$ cat src/rtl/ckbuf_clkdiv_ctrl.sv
// ckbuf_clkdiv_ctrl: programmable glitch-free clock divider feeding ckbuf_core_in.
// The divided clock is taken straight from a flop. Ratio changes take effect only
// at period boundaries. Starting and stopping never shorten a high or low phase.
module ckbuf_clkdiv_ctrl #(
  parameter int DIV_WIDTH   = 8,
  parameter int DEFAULT_DIV = 4
) (
  input  logic                 clk,
  input  logic                 rst_n,
  input  logic                 div_en,
  input  logic                 div_req,
  input  logic [DIV_WIDTH-1:0] div_ratio,
  output logic                 div_ack,
  output logic                 div_busy,
  output logic                 div_running,
  output logic                 clkdiv_out
);

  typedef enum logic {
    IDLE = 1'b0,
    RUN  = 1'b1
  } state_t;

  // Ratios below 2 cannot produce both a high and a low phase, so they are clamped.
  localparam int                 DEFAULT_LEGAL = (DEFAULT_DIV < 2) ? 2 : DEFAULT_DIV;
  localparam logic [DIV_WIDTH-1:0] MIN_N     = DIV_WIDTH'(2);
  localparam logic [DIV_WIDTH-1:0] DEFAULT_N = DIV_WIDTH'(DEFAULT_LEGAL);
  localparam logic [DIV_WIDTH-1:0] ONE       = DIV_WIDTH'(1);
  localparam logic [DIV_WIDTH-1:0] ZERO      = '0;

  state_t               state_q, state_d;
  logic [DIV_WIDTH-1:0] cnt_q, cnt_d;
  logic [DIV_WIDTH-1:0] n_act_q, n_act_d;
  logic [DIV_WIDTH-1:0] pend_q, pend_d;
  logic                 pend_vld_q, pend_vld_d;
  logic                 out_q, out_d;
  logic                 ack_q, ack_d;
  logic                 running_q, running_d;

  logic [DIV_WIDTH-1:0] req_n;
  logic                 wrap;

  // Clamp an incoming ratio so the divider always sees N >= 2.
  function automatic logic [DIV_WIDTH-1:0] legal_ratio(input logic [DIV_WIDTH-1:0] r);
    return (r < MIN_N) ? MIN_N : r;
  endfunction

  // High phase length for a ratio: floor(N/2), so odd ratios spend the extra cycle low.
  function automatic logic [DIV_WIDTH-1:0] half_of(input logic [DIV_WIDTH-1:0] n);
    return n >> 1;
  endfunction

  // Decode the incoming request and the last count of the current period.
  always_comb begin
    req_n = legal_ratio(div_ratio);
    wrap  = (state_q == RUN) && (cnt_q == (n_act_q - ONE));
  end

  // Next-state logic: phase counter, active ratio, pending request and divided clock.
  always_comb begin
    state_d    = state_q;
    cnt_d      = cnt_q;
    n_act_d    = n_act_q;
    pend_d     = pend_q;
    pend_vld_d = pend_vld_q;
    out_d      = out_q;
    ack_d      = 1'b0;

    case (state_q)
      IDLE: begin
        cnt_d = ZERO;
        out_d = 1'b0;
        // With no clock running there is no boundary to wait for, so ratios
        // apply at once; a leftover pending value from a stop is flushed here too.
        if (div_req) begin
          n_act_d    = req_n;
          ack_d      = 1'b1;
          pend_vld_d = 1'b0;
        end else if (pend_vld_q) begin
          n_act_d    = pend_q;
          ack_d      = 1'b1;
          pend_vld_d = 1'b0;
        end
        if (div_en) begin
          state_d = RUN;
          cnt_d   = ZERO;
          out_d   = (ZERO < half_of(n_act_d));
        end
      end

      RUN: begin
        if (wrap) begin
          // Period boundary: the only point a new ratio may take effect.
          if (pend_vld_q) begin
            n_act_d    = pend_q;
            ack_d      = 1'b1;
            pend_vld_d = 1'b0;
          end
          cnt_d = ZERO;
          if (!div_en) begin
            // Low phase has just completed, so stopping here leaves no runt pulse.
            state_d = IDLE;
            out_d   = 1'b0;
          end else begin
            out_d = (ZERO < half_of(n_act_d));
          end
        end else begin
          cnt_d = cnt_q + ONE;
          out_d = (cnt_d < half_of(n_act_q));
        end
        // A request arriving now (including on the wrap cycle) waits for the next boundary;
        // a later request simply overwrites an earlier one still waiting.
        if (div_req) begin
          pend_d     = req_n;
          pend_vld_d = 1'b1;
        end
      end

      default: begin
        state_d = IDLE;
        cnt_d   = ZERO;
        out_d   = 1'b0;
      end
    endcase

    running_d = (state_d == RUN);
  end

  // State register; reset forces the divided clock low immediately and drops any pending ratio.
  always_ff @(posedge clk or negedge rst_n) begin
    if (!rst_n) begin
      state_q    <= IDLE;
      cnt_q      <= ZERO;
      n_act_q    <= DEFAULT_N;
      pend_q     <= DEFAULT_N;
      pend_vld_q <= 1'b0;
      out_q      <= 1'b0;
      ack_q      <= 1'b0;
      running_q  <= 1'b0;
    end else begin
      state_q    <= state_d;
      cnt_q      <= cnt_d;
      n_act_q    <= n_act_d;
      pend_q     <= pend_d;
      pend_vld_q <= pend_vld_d;
      out_q      <= out_d;
      ack_q      <= ack_d;
      running_q  <= running_d;
    end
  end

  assign clkdiv_out  = out_q;
  assign div_ack     = ack_q;
  assign div_busy    = pend_vld_q;
  assign div_running = running_q;

endmodule
$ cat config.mk
export PLATFORM = sky130hd
export DESIGN_NAME = ckbuf_clkdiv_ctrl
export DESIGN_NICKNAME = d
export VERILOG_FILES = /design/src/rtl/ckbuf_clkdiv_ctrl.sv
export SDC_FILE = /design/constraint.sdc
export NUM_CORES = 1
export LEC_CHECK = 0
export CAP_MARGIN = 5
export CORE_ASPECT_RATIO = 1.4
export CORE_MARGIN = 4
export CORE_UTILIZATION = 25
export DETAILED_ROUTE_END_ITERATION = 7
export PLACE_DENSITY_LB_ADDON = 0.05
export SYNTH_ARGS = -nofsm -noshare
export SYNTH_HDL_FRONTEND = slang
export SYNTH_SLANG_ARGS = --single-unit
$ cat constraint.sdc
create_clock -name clk -period 4.1 [get_ports clk]
set_input_delay 0.82 -clock clk [delete_from_list [all_inputs] [get_ports clk]]
set_output_delay 0.82 -clock clk [all_outputs]
set_load 0.1 [all_outputs]
==> qor.csv <==
metric,value,unit
"Setup violations, final",0,
"FF+latch count, synth",28,
Post-Syn Area,1850,µm²
gate count after technology mapping,202,
"Max FO, Critical Path",21,
unrepaired setup endpoints after global routing,no,
# rows,36,
"Hold Vio Cnt, Final",0,
Post-CTS Hold Buffers,0,
Starting Density,0.261,
GPL Wtd Cong,0.795,
area share of and/or/nand/nor cells after synthesis,0.182,
Syn Nets,222,
vias in the first global route,1558,
via count,1458,
CP max stage delay,1180,ps
"Warnings, synthesis",0,
Post-Place Setup Slack,1190,ps
crit path capture type,output pin,
fin. max-slew vios,0,
initial antenna violation count,0,
largest net degree at the start of global routing,29,
Max Root-Sink Buffers,2,
XOR/XNOR share of the synthesized area,0.0853,
worst slew pin tran,976,ps
clock latency on the worst-skew pair,280,ps
worst path cell trace,"buf_4, clkdlybuf4s50_1",
NumNets Final,232,
Vias/cell,4.76,
Post-Synthesis Mean Instance Area,9.15,µm²
most common cell in the netlist,dfrtp_1,
CTS sink cnt,28,
Area contributors post-synth,"dfrtp_1 35%, xnor2_1 5.7%, ha_1 5.4%",
Post-synth ARST share,1.00,
Clock Skew,2.84,ps
TritonCTS clock tree,built,
post-synthesis adder-cell area fraction,0.0542,
drt first pass iters,4,
setup_tns,0,ps
fin worst setup slack,1260,ps
pwr/cell area,254,nW/µm²
Synth top area share,0.352,
most frequent cells after synthesis,"26 x dfrtp_1, 17 x nand2_1, 17 x nor2_1",
HPWL Detailed,3.82,mm
"Distinct cells, synth",39,
gr ovfl total,0,
slowest CP cell,clkdlybuf4s50_1,
WL final,4.89,mm
maximum VDD drop,119,µV
Antenna diodes,0,
layout cells sized above 1,0.109,
WL/cell,16.0,µm
core area,7070,µm²
Post-synth EDFFs,0,
sequential share of the synthesized area,0.381,
Synth Flop Type,dfrtp_1,
Post-CTS Resized,0,
Hold Path Class,flip-flop to flip-flop,
CTS H-tree lvls,1,
"Arr. time, crit path",2020,ps
Post-CTS Setup Inserts,0,
CTS Buf Count,3,
DRC,0,
Startpoint Class,flip-flop,
drt first-iter violations,44,
period utilisation layout,0.693,
CTS root buf,clkbuf_8,
first-pass GRT wire length,8.06,mm
largest family of logic cells by synthesized area,simple AND/OR/NAND/NOR gates,
status,completed,
post-layout min period,2840,ps
Routed Antenna Nets,0,
Synth Area in Compound Gates,0.171,
mux contribution to synthesized area,0.0752,
max-cap violation count,0,
critical path class,flip-flop to output pin,
GRT Total Usage,0.120,
LEAKAGE,0.961,nW
Die X,80.7,µm
Rel. slew slack,0.347,
Area growth syn-to-layout,15.1,%
clk slew on worst S/H paths,100,ps
die height,110,µm
Port Buf Inserts,15,
largest area contributor in the netlist,dfrtp_1,
I/O Pins,16,
full die area,8850,µm²
f_max,352,MHz
WP data required,3280,ps
"setup slack, reg-to-reg",1430,ps
## logic make-up (layout without fill, tap and decap cells)
group                      after synthesis  count (layout)
adders and majority gates                8               8
buffers and inverters                   22              31
AOI/OAI and AO/OA                       48              48
and+or+nand+nor                         65              65
DFF                                     28              28
xor gates and xnor gates                18              18
muxes                                   13              13
## routing by layer
| layer | global-route usage | part of all wire | wire length [µm] | up-vias |
|---|---|---|---|---|
| met2 | 0.216 | 0.53 | 2610 | 16 |
| li1 | - | - | - | 725 |
| met5 | 0 | 0 | 0 | - |
| met3 | 0.0148 | 0.019 | 91 | 4 |
| met4 | 0.0350 | 0.011 | 53 | 0 |
| met1 | 0.147 | 0.44 | 2130 | 713 |
## path summary, 6_finish.rpt
kind                                             start                    end  cells after the start
min in group asynchronous                        rst_n     cnt_q[5]$_DFF_PN0_                      2
worst max-delay path              div_busy$_DFFE_PN0P_               div_busy                      2
worst min-delay path             pend_q[1]$_DFFE_PN0P_  pend_q[1]$_DFFE_PN0P_                      2
max in group asynchronous                        rst_n  pend_q[2]$_DFFE_PN1P_                      2
worst min register to register   pend_q[1]$_DFFE_PN0P_  pend_q[1]$_DFFE_PN0P_                      2
worst max register to register  n_act_q[0]$_DFFE_PN0P_   clkdiv_out$_DFF_PN0_                      8
## stage by stage
step                cell area, µm²  cells  power (mW)   util  hold slack (ps)
CTS                           2130    306       0.551  0.301              497
floorplan                     1850    202       0.336      -              450
detailed placement            2070    302       0.367  0.293              473
global route                  2130    306       0.566  0.301              537
finish                        2130    306       0.539  0.301              495
global placement              2070    302       0.366  0.293              469
## sequential cells by signal, summed over array words and instances, names as in the netlist
signal       count
clkdiv_out       1
pend_q           8
div_running      1
n_act_q          8
div_ack          1
cnt_q            8
div_busy         1
## power by group
| group | switching [mW] | internal (mW) | total, mW |
|---|---|---|---|
| Combinational | 0.0355 | 0.0301 | 0.0657 |
| Clock | 0.0924 | 0.0861 | 0.179 |
| Sequential | 0.00881 | 0.286 | 0.295 |
| Total | 0.137 | 0.403 | 0.539 |
## critical path, delay by kind of cell (launching register included)
| kind | cells | cell delay [ps] |
|---|---|---|
| buffers and inverters | 2 | 1410 |
| DFF | 1 | 330 |
## cell type report
| cell class | count | area [µm²] |
|---|---|---|
| Clock buffer | 4 | 55.1 |
| Fill cell | 782 | 4940 |
| Inverter | 10 | 37.5 |
| Multi-Input combinational cell | 152 | 1050 |
| Sequential cell | 28 | 703 |
| Tap cell | 95 | 119 |
| Timing Repair Buffer | 17 | 163 |
## layout by cell type (no fill, tap or decap), types with 2 or more instances in the layout
master and n:
mux2i_1 6, o21a_1 3, nand2_1 17, o221ai_1 2, buf_4 3, and3_1 7
a21oi_1 10, xor2_1 6, clkdlybuf4s50_1 14, xnor2_1 12, mux2_2 7, dfstp_2 2
nand2b_1 5, dfrtp_1 26, nor3_1 2, nor2_1 17, a211oi_1 2, nand3_1 9
o211ai_1 6, or3_1 2, ha_1 8, inv_1 10, o21ai_0 16, clkbuf_8 4
Note: power is estimated with default switching activity, not from simulation.
